$ cat config.mk
export PLATFORM = sky130hd
export DESIGN_NAME = logic_unit_ctrl
export DESIGN_NICKNAME = d
export VERILOG_FILES = /design/src/rtl/logic_unit_ctrl.sv
export SDC_FILE = /design/constraint.sdc
export NUM_CORES = 1
export LEC_CHECK = 0
export ABC_AREA = 1
export BUFFER_PORTS_ARGS = -buffer_cell sky130_fd_sc_hd__buf_4
export CORE_MARGIN = 2
export CORE_UTILIZATION = 35
export CTS_CLUSTER_DIAMETER = 30
export DETAILED_ROUTE_END_ITERATION = 10
export GPL_TIMING_DRIVEN = 0
export HOLD_SLACK_MARGIN = 0.08
export PLACE_DENSITY = 0.57
export SLEW_MARGIN = 20
export SYNTH_ARGS = -nofsm -noshare
export SYNTH_HDL_FRONTEND = slang
export SYNTH_SLANG_ARGS = --single-unit
export TNS_END_PERCENT = 1
$ cat constraint.sdc
create_clock -name clk -period 1.5 [get_ports clk]
set_input_delay 0.15 -clock clk [delete_from_list [all_inputs] [get_ports clk]]
set_output_delay 0.15 -clock clk [all_outputs]
set_load 0.03 [all_outputs]
$ cat src/rtl/logic_unit_ctrl.sv
// rtl/logic_unit_ctrl.sv - sequencing controller for the AND/OR/XOR/shift logic unit
// Accepts one request at a time, iterates shifts one bit per clock, holds the result until taken.
module logic_unit_ctrl #(
   parameter int DATA_W = 32,
   parameter int RES_W  = 67,
   parameter int CNT_W  = 5
) (
   input  logic              clk,
   input  logic              rst_n,
   input  logic              in_valid,
   output logic              in_ready,
   input  logic [2:0]        op,
   input  logic [DATA_W-1:0] a,
   input  logic [DATA_W-1:0] b,
   input  logic [CNT_W-1:0]  shamt,
   output logic              out_valid,
   input  logic              out_ready,
   output logic [RES_W-1:0]  result,
   output logic              err,
   output logic              busy
);

   localparam logic [2:0] OP_AND = 3'd0;
   localparam logic [2:0] OP_OR  = 3'd1;
   localparam logic [2:0] OP_XOR = 3'd2;
   localparam logic [2:0] OP_LSH = 3'd3;
   localparam logic [2:0] OP_RSH = 3'd4;

   typedef enum logic [1:0] {
      S_IDLE = 2'd0,
      S_EXEC = 2'd1,
      S_DONE = 2'd2
   } state_t;

   state_t            r_state;
   state_t            w_next;
   logic [2:0]        r_op;
   logic [DATA_W-1:0] r_b;
   logic [RES_W-1:0]  r_work;
   logic [CNT_W-1:0]  r_cnt;
   logic [RES_W-1:0]  r_result;
   logic              r_err;

   logic              w_accept;
   logic              w_in_shift;
   logic              w_is_shift;
   logic              w_illegal;
   logic [DATA_W-1:0] w_logic;

   assign in_ready   = (r_state == S_IDLE);
   assign out_valid  = (r_state == S_DONE);
   assign busy       = (r_state != S_IDLE);
   assign result     = r_result;
   assign err        = r_err;

   assign w_accept   = in_valid & in_ready;
   assign w_in_shift = (op == OP_LSH) || (op == OP_RSH);
   assign w_is_shift = (r_op == OP_LSH) || (r_op == OP_RSH);
   assign w_illegal  = (r_op > OP_RSH);

   // The low half of the work register still holds operand A for logic ops.
   always_comb begin
      w_logic = '0;
      case (r_op)
         OP_AND:  w_logic = r_work[DATA_W-1:0] & r_b;
         OP_OR:   w_logic = r_work[DATA_W-1:0] | r_b;
         OP_XOR:  w_logic = r_work[DATA_W-1:0] ^ r_b;
         default: w_logic = '0;
      endcase
   end

   always_ff @(posedge clk or negedge rst_n) begin
      if (!rst_n) begin
         r_state <= S_IDLE;
      end else begin
         r_state <= w_next;
      end
   end

   always_comb begin
      w_next = r_state;
      case (r_state)
         S_IDLE: begin
            if (w_accept) begin
               w_next = S_EXEC;
            end
         end
         S_EXEC: begin
            if (w_illegal || !w_is_shift || (r_cnt == '0)) begin
               w_next = S_DONE;
            end
         end
         S_DONE: begin
            if (out_ready) begin
               w_next = S_IDLE;
            end
         end
         default: w_next = S_IDLE;
      endcase
   end

   always_ff @(posedge clk or negedge rst_n) begin
      if (!rst_n) begin
         r_op     <= '0;
         r_b      <= '0;
         r_work   <= '0;
         r_cnt    <= '0;
         r_result <= '0;
         r_err    <= 1'b0;
      end else if (w_accept) begin
         r_op   <= op;
         r_b    <= b;
         r_work <= RES_W'(a);
         r_cnt  <= w_in_shift ? shamt : '0;
      end else if (r_state == S_EXEC) begin
         if (w_illegal) begin
            r_result <= '0;
            r_err    <= 1'b1;
         end else if (!w_is_shift) begin
            r_result <= RES_W'(w_logic);
            r_err    <= 1'b0;
         end else if (r_cnt == '0) begin
            r_result <= r_work;
            r_err    <= 1'b0;
         end else begin
            // Logical shifts: zeros enter from either end.
            r_work <= (r_op == OP_LSH) ? (r_work << 1) : (r_work >> 1);
            r_cnt  <= r_cnt - CNT_W'(1);
         end
      end
   end

endmodule
* After elaboration in Yosys (flattened, before gate mapping)
Cells that the tools add are included.
Cells by class: multipliers 0, $lt $le $gt $ge 1, divide/modulo/power cells 0, multiplexer cells 23, shift operators 0, bitwise logic cells 5, reductions and logical operators 14, eq/ne operators 14, add/sub/neg operators 1
Operator list (count):
- $mux W67 | 9
- $pmux W32 S3 | 1
- $and A32 B32 Y32 | 1
- $or A32 B32 Y32 | 1
- $xor A32 B32 Y32 | 1
- $mux W5 | 6
- $eq A3 B2 Y1 const B | 3
- $eq A3 B3 Y1 const B | 2
- $mux W2 | 3
- $ne A2 B2 Y1 const B | 3
- $pmux W2 S3 | 1
- $reduce_and A3 Y1 | 2
- $reduce_bool A2 Y1 | 3
- $logic_not A5 Y1 | 1
- $sub A5 B1 Y5 const B | 1
- $logic_or A1 B1 Y1 | 4
- $ne A2 B1 Y1 const B | 2
- $reduce_and A4 Y1 | 1
- $eq A3 B1 Y1 const B | 1
- $gt A3 B3 Y1 const B | 1
- $logic_not A3 Y1 | 1
- $mux W1 | 3
- $ne A3 B1 Y1 const B | 1
- $eq A2 B1 Y1 const B | 1
- other kinds (5) | 5
Storage, ports and cells: bits in latches 0, memory bits (writable) 0, memories kept 0, word-level logic and storage cells 65, bits in registers 177, input port bits 76, output and inout bits 71, ROM bits 0

* Logic depth before layout (Yosys ltp)
Gate-level depths: netlist (run 1).
depth in word-level cells 7, mapped depth 10, mapped depth without buffers 9

* Least setup slack after synthesis (run 1)
No wires, ideal clock.
path kind reg-to-reg, from reg r_state[0], to reg r_op[2], path buffers 3, setup time 0.137 ns, arrival time 1.443 ns, required time 1.363 ns, setup slack -0.079 ns, stages on the path, launching flop included 8, clock period less this slack 1.579 ns, cell sequence dfrtp_1 > inv_1 > nand2_1 > nor2_1 > buf_2 > buf_4 > buf_2 > o21ai_0
On the way: cells in the longest elaborated chain, start to end 2
Ends and longest elaborated chain:
- start: declaration | RTL line 35 | state_t r_state;
- start signal: assignment | RTL line 76 | r_state <= w_next;
- $logic_not A2 Y1 | RTL line 50 | assign in_ready = (r_state == S_IDLE);
- $and A1 B1 Y1 | RTL line 56 | assign w_accept = in_valid & in_ready;
- end signal: assignment | RTL line 111 | r_op <= op;
- end: declaration | RTL line 37 | logic [2:0] r_op;
No other way between the ends. A chain may end at the register's enable or synchronous reset.

* Worst setup path after layout (run 1)
from reg r_op[1], to reg r_result[22], in the netlist result[22]
On the way: cells in the longest elaborated chain, start to end 4, elaborated cells on any way between the ends 12, those cells by class order compare (1); eq/ne (5); mux (3); reduce/logical (3)
Ends and longest elaborated chain:
- branches (longest 4 deep; another with $gt A3 B3 Y1)
- end signal: assignment | RTL line 120 | r_result <= RES_W'(w_logic);
- end signal: assignment | RTL line 123 | r_result <= r_work;
- end: declaration | RTL line 41 | logic [RES_W-1:0] r_result;
Several ways; the timed one is not identified.

==> results of run 1 <==
cell type report:
type                            count  area, um2  area share
Buffer                             92      798.3     0.05606
Multi-Input combinational cell   1083       5324      0.3739
Timing Repair Buffer              238       2087      0.1466
Sequential cell                   177       4431      0.3112
Tap cell                          390      488.0     0.03427
Inverter                          142      554.3     0.03893
Clock buffer                       18      439.2     0.03084
Clock inverter                     14      117.6    0.008260
tightest hold or removal path: stages:
cell and delay, ns:
buf_4 0.10, nand4_1 0.10, nand2_1 0.07, nand2_1 0.05, nand2_1 0.04
cell usage after synthesis:
cell type,count,area (um2)
o21ai_2,1,8.760
buf_1,8,30.03
ha_1,65,813.3
nand2_1,647,2429
nor2_1,71,266.5
buf_4,12,90.09
nand3_2,2,20.02
nand4_4,1,21.27
or2_2,1,6.260
nand2_4,1,11.26
inv_2,4,15.01
nor2_2,2,12.51
o21ai_1,19,95.09
buf_6,4,45.04
nand3_1,190,950.9
dfrtp_1,177,4429
clkbuf_1,20,75.07
o21ai_0,56,280.3
o31ai_1,1,7.510
inv_1,138,518.0
nand4_1,21,131.4
nor2_4,1,11.26
nand2_2,3,18.77
buf_2,47,235.2
clkbuf_2,1,5.000
what timing repair did:
action                                  in CTS  in global routing
gates cloned                                 3                  1
pin swaps                                    9                 15
endpoints found under the hold margin      145                  0
endpoints found under the setup margin     177                176
hold buffers                                73                  0
gates resized for setup                    137                 81
setup buffers                               14                  0
routing by layer:
layer  wire length (um)  part of all wire  up-vias  GRT usage
met5                  0                 0        -          0
met1              15750              0.46     4956     0.3085
met2              16110              0.47      316     0.3627
met4                711             0.021        0    0.06489
li1                   -                 -     5173          -
met3               1714             0.050       44    0.02849
state kept, by name (all words and copies together) (netlist names):
| register | flops |
|---|---|
| err | 1 |
| r_op | 3 |
| result | 67 |
| r_state | 2 |
| r_work | 67 |
| r_cnt | 5 |
| r_b | 32 |
where the power goes:
| group | leakage (nW) | switching [mW] | internal [mW] |
|---|---|---|---|
| clock network | 0.273 | 2.18 | 2.22 |
| logic | 5.24 | 9.75 | 5.60 |
| registers | 2.34 | 0.948 | 6.01 |
| total | 7.85 | 12.9 | 13.8 |
per-stage QoR:
stage	hold slack, ns	worst slack [ns]	total power [mW]
floorplan	-0.1456	-0.04067	15.55
global placement	0.3334	-0.9644	19.64
detailed placement	0.1755	-0.5235	19.85
CTS	0.08807	-0.09998	26.09
global route	0.1012	-0.1848	28.75
finish	0.08921	-0.1062	26.70
cell families after synthesis:
| group | count (synthesis) | share of synthesized area |
|---|---|---|
| buffers and inverters | 234 | 0.09628 |
| flip-flops | 177 | 0.4208 |
| AO/OA/AOI/OAI | 77 | 0.03720 |
| adder cells (fa/ha/maj) | 65 | 0.07726 |
| AND/OR/NAND/NOR | 940 | 0.3685 |
worst max path at each step:
stage	startpoint	end	slack [ns]	cells past startpoint
5_1_grt	r_op[1]$_DFFE_PN0P_	result[22]$_DFFE_PN0P_	-0.18	9
3_3_place_gp	rst_n	result[13]$_DFFE_PN0P_	-0.96	1
6_report	r_op[1]$_DFFE_PN0P_	result[22]$_DFFE_PN0P_	-0.11	9
2_1_floorplan	r_cnt[0]$_DFFE_PN0P_	result[45]$_DFFE_PN0P_	-0.04	9
3_5_place_dp	r_state[0]$_DFFE_PN0P_	r_cnt[4]$_DFFE_PN0P_	-0.52	7
4_1_cts	r_op[0]$_DFFE_PN0P_	result[22]$_DFFE_PN0P_	-0.1	9
==> PnR_summary.wiki, run 1 <==
{| class="wikitable"
! Metric !! Value
|-
| Worst IR Drop VDD || 1.215 mV
|-
| Instance count along the most critical hold path || 5
|-
| Mapped Avg Cell Area || 7.050 um2
|-
| Max-slew headroom at the worst pin || 0.5597
|-
| Delay of the slowest critical-path stage || about 0.40 ns
|-
| Leakage Power || around 7.9 nW
|-
| Layout cell share with drive strength beyond 1 || 0.1978
|-
| Most frequent cells in the layout || nand2_1 (610), buf_4 (191), nand3_1 (188)
|-
| Depth of the worst register-to-register path || 9
|-
| Net count reported at finish || ~1,900
|-
| First-iteration detailed-routing DRC count || 750
|-
| Area enclosed by the die boundary || 31,480 um2
|-
| Hold Startpoint || shamt[2]
|-
| Initial antenna violation count || 0
|-
| HPWL after detailed placement || about 24,000 um
|-
| DR DRC count || 0
|-
| Vertical die dimension || between 150 and 200 um
|-
| Count of antenna-violating nets left after detailed routing || 0
|-
| Post-synthesis to final-layout area growth || 35.27%
|-
| Final instance count without filler cells || 2,154
|-
| Number of antenna repair diodes || 0
|-
| Count of state elements after synthesis || about 180
|-
| Gate family responsible for the most delay along the worst path || buffers and inverters
|-
| RSZ-0062 raised after global routing || yes
|-
| Cell area after synthesis || between 10,000 and 15,000 um2
|-
| Wire length of the first global-routing pass || between 50,000 and 60,000 um
|-
| Total of max-cap violations || 0
|-
| End of the worst register-to-register path || result[22]$_DFFE_PN0P_
|-
| Vias || approximately 10,000
|-
| Count of distinct cell types in the synthesized netlist || 25
|-
| Part of the Yosys area used for sequential elements || 0.4208
|-
| Max frequency || just over 0.6 GHz
|-
| Critical-path top delay cell || dfrtp_1
|-
| Setup TNS || -6.373 ns
|-
| Final design utilization || 0.4804
|-
| Clk sinks || between 150 and 200
|-
| Clock Pin Slew Worst Setup and Hold Paths || about 0.08 ns
|-
| Worst Setup End Kind || flip-flop
|-
| Minimum setup slack among reg-to-reg paths || -0.11 ns
|-
| Number of search-and-repair iterations in the first detailed-routing pass || 7
|-
| TritonCTS clock tree || built
|-
| Power density of the placed cells || 1875 nW/um2
|-
| Startpoint of the lowest-slack register-to-register path || r_op[1]$_DFFE_PN0P_
|-
| Worst setup slack after layout || -0.1062 ns
|-
| Placed Cells || 2,031
|-
| CP Class || reg2reg
|-
| Final setup skew || ~0.011 ns
|-
| Total congestion overflow after global routing || 0
|-
| Starting density of the core || 0.3552
|-
| Final Max Slew Viols || 0
|-
| Mean routed wirelength per cell || approximately 16 um
|-
| Count of endpoints failing hold in the final timing report || 0
|-
| Ports placed on the boundary || about 150
|-
| Hold endpoint || r_cnt[2]$_DFFE_PN0P_
|-
| HP Class || in2reg
|-
| Design area || ~14,000 um2
|-
| PortBufs || roughly 150
|-
| Synthesized netlist cell count || 1,493
|-
| Clock buffer count from CTS || 17
|-
| Outcome || complete, but fails checks
|-
| Number of failing setup endpoints in the final timing report || 131
|-
| Total buffers and inverters traversed by the critical path || 4
|-
| Core area || approximately 30,000 um2
|-
| H-tree depth reported by CTS || 4
|-
| Clock buffer depth || 2
|-
| Most common library cell in the layout ignoring fill and taps || nand2_1
|-
| CP most frequent cell || nand2_4
|-
| Final-layout fill cell count || ~3,000
|-
| Worst EP arrival || between 1.5 and 2 ns
|-
| Maximum fanout count along the critical path || 7
|-
| Required arrival time at the worst endpoint || 1.84 ns
|-
| Maximum number of pins on one net before global-route repair || 76
|-
| Yosys warning total || 0
|-
| Worst skew pair latency || between 0.4 and 0.5 ns
|-
| Via count of the first global-routing pass || 9,986
|-
| Placed Area || 12,180 um2
|-
| Placer's final routability congestion estimate || roughly 0.84
|-
| Cells along the critical path || buf_6, o21ai_4, nand3_2, nand2_4, clkinvlp_4, buf_12, clkbuf_16, nand2_4, nand2_2
|-
| Routed via count divided by cell count || between 4 and 5
|-
| Cell at the root of the clock tree || clkbuf_16
|-
| Synthesized netlist net count || 1,634
|-
| Standard-cell rows || 63
|-
| Final critical delay including setup and external delays || around 1.6 ns
|-
| Failing checks || negative setup slack
|-
| Total wirelength of the detailed-routed design || 34,280 um
|-
| Total global-route track usage || 0.2224
|-
| Sort of element at the start of the critical path || flip-flop
|-
| Measured slew at the worst slew-check pin || between 0.6 and 0.7 ns
|-
| Final period utilization || 1.071
|-
| X dimension of the die || between 150 and 200 um
|}
No activity file was read; power rests on OpenSTA's default activity.
==> run 2: changes to the inputs <==
--- a/config.mk
+++ b/config.mk
@@ -13,7 +13,7 @@
 export DETAILED_ROUTE_END_ITERATION = 10
 export GPL_TIMING_DRIVEN = 0
 export HOLD_SLACK_MARGIN = 0.08
-export PLACE_DENSITY = 0.57
+export PLACE_DENSITY = 0.55
 export SLEW_MARGIN = 20
 export SYNTH_ARGS = -nofsm -noshare
 export SYNTH_HDL_FRONTEND = slang
==> constraint.sdc (replaced) <==
create_clock -name clk -period 1.8 [get_ports clk]
set_input_delay 0.18 -clock clk [delete_from_list [all_inputs] [get_ports clk]]
set_output_delay 0.18 -clock clk [all_outputs]
set_load 0.03 [all_outputs]
==> run 2 against run 1 <==
  * The run now ends clean
  * First-iteration DRC count is 7.2% lower
  * Power shrank 22%
  * Register-to-register slack better by 0.16 ns
  * Setup slack better by 0.16 ns
  * Count of clock-buffer cells in the layout shrank 1
  * Flip-flop and latch count unchanged
  * Routed wire length fell by 1.1%
  * Non-clock buffer count shrank 23
  * Largest power group unchanged
==> PnR_summary.wiki, run 2 (same netlist as run 1, synthesis figures left out) <==
{| class="wikitable"
! Metric !! Value
|-
| HP Class || in2reg
|-
| Area enclosed by the die boundary || roughly 31,000 um2
|-
| Clk sinks || about 180
|-
| Final period utilization || 0.9724
|-
| Standard-cell rows || 63
|-
| End of the worst register-to-register path || r_cnt[4]$_DFFE_PN0P_
|-
| Clock buffer count from CTS || 17
|-
| Number of antenna repair diodes || 0
|-
| Core area || between 20,000 and 30,000 um2
|-
| Placer's final routability congestion estimate || 0.8635
|-
| Total of max-cap violations || 0
|-
| Total global-route track usage || 0.2172
|-
| RSZ-0062 raised after global routing || yes
|-
| Worst IR Drop VDD || roughly 0.83 mV
|-
| Final design utilization || 0.4598
|-
| Post-synthesis to final-layout area growth || 29.47%
|-
| CP Class || reg2reg
|-
| Ports placed on the boundary || approximately 150
|-
| Critical-path top delay cell || dfrtp_1
|-
| Count of endpoints failing hold in the final timing report || 0
|-
| Worst skew pair latency || approximately 0.45 ns
|-
| Outcome || finished, final reports clean
|-
| Cell at the root of the clock tree || clkbuf_16
|-
| Measured slew at the worst slew-check pin || 0.6673 ns
|-
| Total wirelength of the detailed-routed design || 33,890 um
|-
| Power density of the placed cells || between 1500 and 2000 nW/um2
|-
| Most frequent cells in the layout || nand2_1 (647), nand3_1 (188), dfrtp_1 (177)
|-
| HPWL after detailed placement || approximately 23,000 um
|-
| Sort of element at the start of the critical path || flip-flop
|-
| Total congestion overflow after global routing || 0
|-
| Starting density of the core || 0.3552
|-
| Final Max Slew Viols || 0
|-
| DR DRC count || 0
|-
| PortBufs || ~150
|-
| Vertical die dimension || between 150 and 200 um
|-
| Required arrival time at the worst endpoint || around 2.1 ns
|-
| Clock Pin Slew Worst Setup and Hold Paths || about 0.080 ns
|-
| Delay of the slowest critical-path stage || ~0.35 ns
|-
| Wire length of the first global-routing pass || 53,090 um
|-
| Hold Startpoint || a[27]
|-
| Instance count along the most critical hold path || 5
|-
| Number of search-and-repair iterations in the first detailed-routing pass || 5
|-
| Max frequency || between 0.5 and 0.6 GHz
|-
| TritonCTS clock tree || built
|-
| Mean routed wirelength per cell || ~16 um
|-
| Clock buffer depth || 2
|-
| Count of antenna-violating nets left after detailed routing || 0
|-
| Vias || 10,326
|-
| First-iteration detailed-routing DRC count || between 600 and 700
|-
| Combined area of the multi-input logic cells || between 5000 and 6000 um2
|-
| Cells along the critical path || buf_2, o21ai_4, nand2_2, inv_4, buf_6, buf_4, nand4_1, nand2_1, nand2_1
|-
| Hold endpoint || r_work[27]$_DFFE_PN0P_
|-
| Most common library cell in the layout ignoring fill and taps || nand2_1
|-
| Final-layout fill cell count || slightly above 3,000
|-
| Layout cell share with drive strength beyond 1 || 0.1637
|-
| Final setup skew || slightly below 0.02 ns
|-
| Maximum fanout count along the critical path || 10
|-
| Via count of the first global-routing pass || slightly below 10,000
|-
| Maximum number of pins on one net before global-route repair || slightly above 90
|-
| Area occupied by registers || around 4400 um2
|-
| Setup TNS || 0 ns
|-
| Final critical delay including setup and external delays || roughly 1.8 ns
|-
| Depth of the worst register-to-register path || 9
|-
| X dimension of the die || 177.4 um
|-
| Number of failing setup endpoints in the final timing report || 0
|-
| H-tree depth reported by CTS || 4
|-
| Leakage Power || roughly 7.6 nW
|-
| Minimum setup slack among reg-to-reg paths || between 0.04 and 0.05 ns
|-
| Worst slack on hold paths || between 0.08 and 0.09 ns
|-
| Worst Setup End Kind || flip-flop
|-
| Overall power || about 21 mW
|-
| Worst EP arrival || 2.09 ns
|-
| Routed via count divided by cell count || ~4.8
|-
| Startpoint of the lowest-slack register-to-register path || r_op[0]$_DFFE_PN0P_
|-
| CP most frequent cell || nand2_1
|-
| Net count reported at finish || about 1,900
|-
| Max-slew headroom at the worst pin || 0.5551
|-
| Initial antenna violation count || 0
|}
run 2: worst max path at each step:
stage	start	end	slack, ns	cells past startpoint
5_1_grt	r_op[0]$_DFFE_PN0P_	r_cnt[4]$_DFFE_PN0P_	-0.06	9
2_1_floorplan	r_state[0]$_DFFE_PN0P_	r_op[2]$_DFFE_PN0P_	0.22	7
6_report	r_op[0]$_DFFE_PN0P_	r_cnt[4]$_DFFE_PN0P_	0.05	9
4_1_cts	r_state[0]$_DFFE_PN0P_	r_work[19]$_DFFE_PN0P_	-0.04	8
3_3_place_gp	rst_n	r_b[12]$_DFFE_PN0P_	-0.72	1
3_5_place_dp	r_state[0]$_DFFE_PN0P_	r_cnt[4]$_DFFE_PN0P_	-0.22	7
run 2: final cells by class:
cell class,count,area share
well taps,390,0.03581
multi-input cells,1083,0.3788
repair buffers,215,0.1340
inverters,142,0.03994
clock buffers,17,0.03122
clock inverters,15,0.01396
plain buffers,92,0.04122
flip-flops and latches,177,0.3250
run 2: critical path, delay by kind of cell, from the launching register on:
kind / cells / cell delay [ns]
buf+inv: 4 / 0.70
flops: 1 / 0.35
simple gates: 4 / 0.34
compound gates: 1 / 0.27
run 2: timing repair:
| item | in CTS | in global routing |
|---|---|---|
| endpoints found under the setup margin | 137 | 150 |
| hold buffers | 66 | 0 |
| pin swaps | 0 | 1 |
| gates cloned | 0 | 1 |
| gates resized for setup | 22 | 44 |
| buffers inserted | 0 | 1 |
| hold endpoints to repair | 154 | 0 |
run 2: metrics by stage:
step	instance area [um2]	cells	setup WS (ns)
floorplan	10530	1493	0.2208
finish	13630	2131	0.04961
global route	13630	2131	-0.05602
global placement	12110	2029	-0.7240
CTS	13510	2129	-0.03803
detailed placement	12170	2031	-0.2204
run 2: metal layers:
layer	up-vias	wire length, um	track usage
met3	44	1717	0.02806
li1	5130	-	-
met4	0	733	0.06216
met5	-	0	0
met2	314	15400	0.3506
met1	4838	16040	0.3043
run 2: power breakdown:
part	total [mW]	switching, mW	internal (mW)
sequential	5.77	0.772	5.00
combinational	11.3	7.68	3.65
clock	3.85	1.96	1.89
total	21.0	10.4	10.5
==> run 3: changes to the inputs <==
--- a/config.mk
+++ b/config.mk
@@ -6,14 +6,14 @@
 export NUM_CORES = 1
 export LEC_CHECK = 0
 export ABC_AREA = 1
-export BUFFER_PORTS_ARGS = -buffer_cell sky130_fd_sc_hd__buf_4
 export CORE_MARGIN = 2
 export CORE_UTILIZATION = 35
 export CTS_CLUSTER_DIAMETER = 30
 export DETAILED_ROUTE_END_ITERATION = 10
+export DONT_BUFFER_PORTS = 1
 export GPL_TIMING_DRIVEN = 0
 export HOLD_SLACK_MARGIN = 0.08
-export PLACE_DENSITY = 0.55
+export PLACE_DENSITY = 0.51
 export SLEW_MARGIN = 20
 export SYNTH_ARGS = -nofsm -noshare
 export SYNTH_HDL_FRONTEND = slang
==> run 3 against run 2 <==
  * The run now ends with negative hold slack left
  * Core utilization decreased by 3.2 points
  * Clock power increased by 3%
  * Flip-flop and latch count unchanged
  * Worst hold slack got worse by 0.66 ns
  * Maximum frequency decreased by 1.7%
  * Non-clock buffer count decreased by 136
  * Die area unchanged
  * Global-route usage increased by 0.22 points
  * Sequential share of layout area increased by 2.4 points
  * First-iteration DRC count decreased by 1.0%
  * Sequential power increased by 9.2%
  * Critical path depth decreased by 1
  * Critical endpoint is now result[27]$_DFFE_PN0P_
  * Largest power group unchanged
==> PnR_summary.wiki, run 3 (same netlist as run 1, synthesis figures left out) <==
{| class="wikitable"
! Metric !! Value
|-
| Outcome || complete, but fails checks
|-
| Failing checks || negative hold slack
|-
| Number of failing setup endpoints in the final timing report || 0
|-
| Count of endpoints failing hold in the final timing report || ~180
|-
| Placer's final routability congestion estimate || roughly 0.84
|-
| Worst IR Drop VDD || around 0.9 mV
|-
| Total buffers and inverters traversed by the critical path || 2
|-
| Wire length of the first global-routing pass || 53,160 um
|-
| Critical path destination || result[27]$_DFFE_PN0P_
|-
| Design area || 12,680 um2
|-
| Critical-path top delay cell || clkbuf_1
|-
| Most common library cell in the layout ignoring fill and taps || nand2_1
|-
| Final Max Slew Viols || 0
|-
| HP Class || in2async
|-
| Layout cell share with drive strength beyond 1 || 0.09040
|-
| Leakage Power || 6.883 nW
|-
| Maximum fanout count along the critical path || 10
|-
| Worst-case setup slack after placement || -0.4809 ns
|-
| Area enclosed by the die boundary || ~31,000 um2
|-
| Net count reported at finish || ~1,700
|-
| Starting density of the core || 0.3552
|-
| DR DRC count || 0
|-
| X dimension of the die || about 180 um
|-
| Via count of the first global-routing pass || ~9,500
|-
| Total of max-cap violations || 0
|-
| Clock buffer depth || 2
|-
| Clock Pin Slew Worst Setup and Hold Paths || 0.07 ns
|-
| Number of search-and-repair iterations in the first detailed-routing pass || 5
|-
| Maximum number of pins on one net before global-route repair || around 180
|-
| Total global-route track usage || 0.2194
|-
| TritonCTS clock tree || built
|-
| Most frequent cells in the layout || nand2_1 (644), nand3_1 (188), dfrtp_1 (177)
|-
| Initial antenna violation count || 1
|-
| Total wirelength of the detailed-routed design || around 34,000 um
|-
| Final period utilization || 0.9892
|-
| Measured slew at the worst slew-check pin || between 0.7 and 0.8 ns
|-
| HPWL after detailed placement || around 23,000 um
|-
| Vertical die dimension || 177.4 um
|-
| Final design utilization || 0.4279
|-
| Count of antenna-violating nets left after detailed routing || 0
|-
| Worst slack on hold paths || -0.5666 ns
|-
| Cells along the critical path || inv_4, clkbuf_1, nand4_1, nand2_1, nor2_1, nand2_1, nand2_1, nand2_1
|-
| Sort of element at the start of the critical path || flip-flop
|-
| CP Class || reg2reg
|-
| Worst Setup End Kind || flip-flop
|-
| PortBufs || 0
|-
| Mean routed wirelength per cell || ~17 um
|-
| Required arrival time at the worst endpoint || roughly 2.2 ns
|-
| Worst setup slack after layout || 0.01950 ns
|-
| End of the worst register-to-register path || result[27]$_DFFE_PN0P_
|-
| Post-synthesis to final-layout area growth || 20.48%
|-
| Cell at the root of the clock tree || clkbuf_16
|-
| Clk sinks || about 180
|-
| Hold-fix buffer count after cts || 73
|-
| RSZ-0062 raised after global routing || yes
|-
| Worst setup path startpoint || r_op[2]$_DFFE_PN0P_
|-
| Final critical delay including setup and external delays || about 1.8 ns
|-
| Gate family responsible for the most delay along the worst path || buffers and inverters
|-
| Vias || about 9,800
|-
| Stages on worst setup path || 8
|-
| Worst skew pair latency || about 0.45 ns
|-
| Clock buffer count from CTS || 17
|-
| Total congestion overflow after global routing || 0
|-
| Ports placed on the boundary || between 100 and 150
|-
| H-tree depth reported by CTS || 4
|-
| Depth of the worst register-to-register path || 8
|-
| Minimum setup slack among reg-to-reg paths || roughly 0.019 ns
|-
| Power density of the placed cells || 1641 nW/um2
|-
| Final setup skew || about 0.0086 ns
|-
| Routed via count divided by cell count || just under 5
|-
| Max frequency || about 0.56 GHz
|-
| Placed Area || around 11,000 um2
|-
| CP most frequent cell || nand2_1
|-
| First-iteration detailed-routing DRC count || between 600 and 700
|-
| Overall power || 20.81 mW
|-
| Standard-cell rows || 63
|-
| Worst EP arrival || 2.17 ns
|-
| Core area || about 30,000 um2
|-
| Delay of the slowest critical-path stage || ~0.54 ns
|-
| Max-slew headroom at the worst pin || 0.5069
|-
| Startpoint of the lowest-slack register-to-register path || r_op[2]$_DFFE_PN0P_
|}
## run 3: cell count changes in the layout (fill, tap and decap cells not counted), moves of 7 or more
cell and delta:
dlygate4sd3_1 +7, buf_4 -149, buf_6 +10, clkinv_8 -7
## run 3: worst min path at each step
stage	startpoint	endpoint	slack (ns)	depth (start not counted)
4_1_cts	rst_n	r_work[62]$_DFFE_PN0P_	-0.58	0
5_1_grt	rst_n	result[52]$_DFFE_PN0P_	-0.59	0
3_5_place_dp	rst_n	result[52]$_DFFE_PN0P_	-0.11	0
3_3_place_gp	rst_n	result[52]$_DFFE_PN0P_	-0.11	0
2_1_floorplan	rst_n	err$_DFFE_PN0P_	-0.12	0
6_report	rst_n	result[52]$_DFFE_PN0P_	-0.57	0
## run 3: area by class of cell
cell class	instances	area, um2
Buffer	92	625.6
Tap cell	390	488.0
Antenna cell	1	2.502
Clock inverter	14	170.2
Sequential cell	177	4429
Multi-Input combinational cell	1082	5175
Timing Repair Buffer	79	805.8
Fill cell	3108	16960
Inverter	142	546.8
Clock buffer	18	439.2
## run 3: report_power, final
group          switching [mW]  internal, mW
clock                    1.83          2.14
combinational            7.06          3.47
sequential               1.31          5.00
total                    10.2          10.6
## run 3: what timing repair did
item,CTS,global route
cloned,0,1
setup endpoints to repair,151,158
resized for setup,29,67
endpoints found under the hold margin,250,177
buffers inserted,0,5
pin swaps,0,5
## run 3: through the flow
step	TNS, ns	cells
after floorplan	0	1493
after global placement	-33.66	1883
after detailed placement	-37.40	1883
after CTS	-1.507	1988
after global routing	-0.08415	1994
final	0	1995
## run 3: routing by layer
layer | track usage | vias to the layer above | share of wire
li1 | - | 4848 | -
met1 | 0.3093 | 4604 | 0.48
met2 | 0.3391 | 280 | 0.44
met3 | 0.03556 | 52 | 0.054
met4 | 0.07787 | 0 | 0.026
met5 | 0 | - | 0
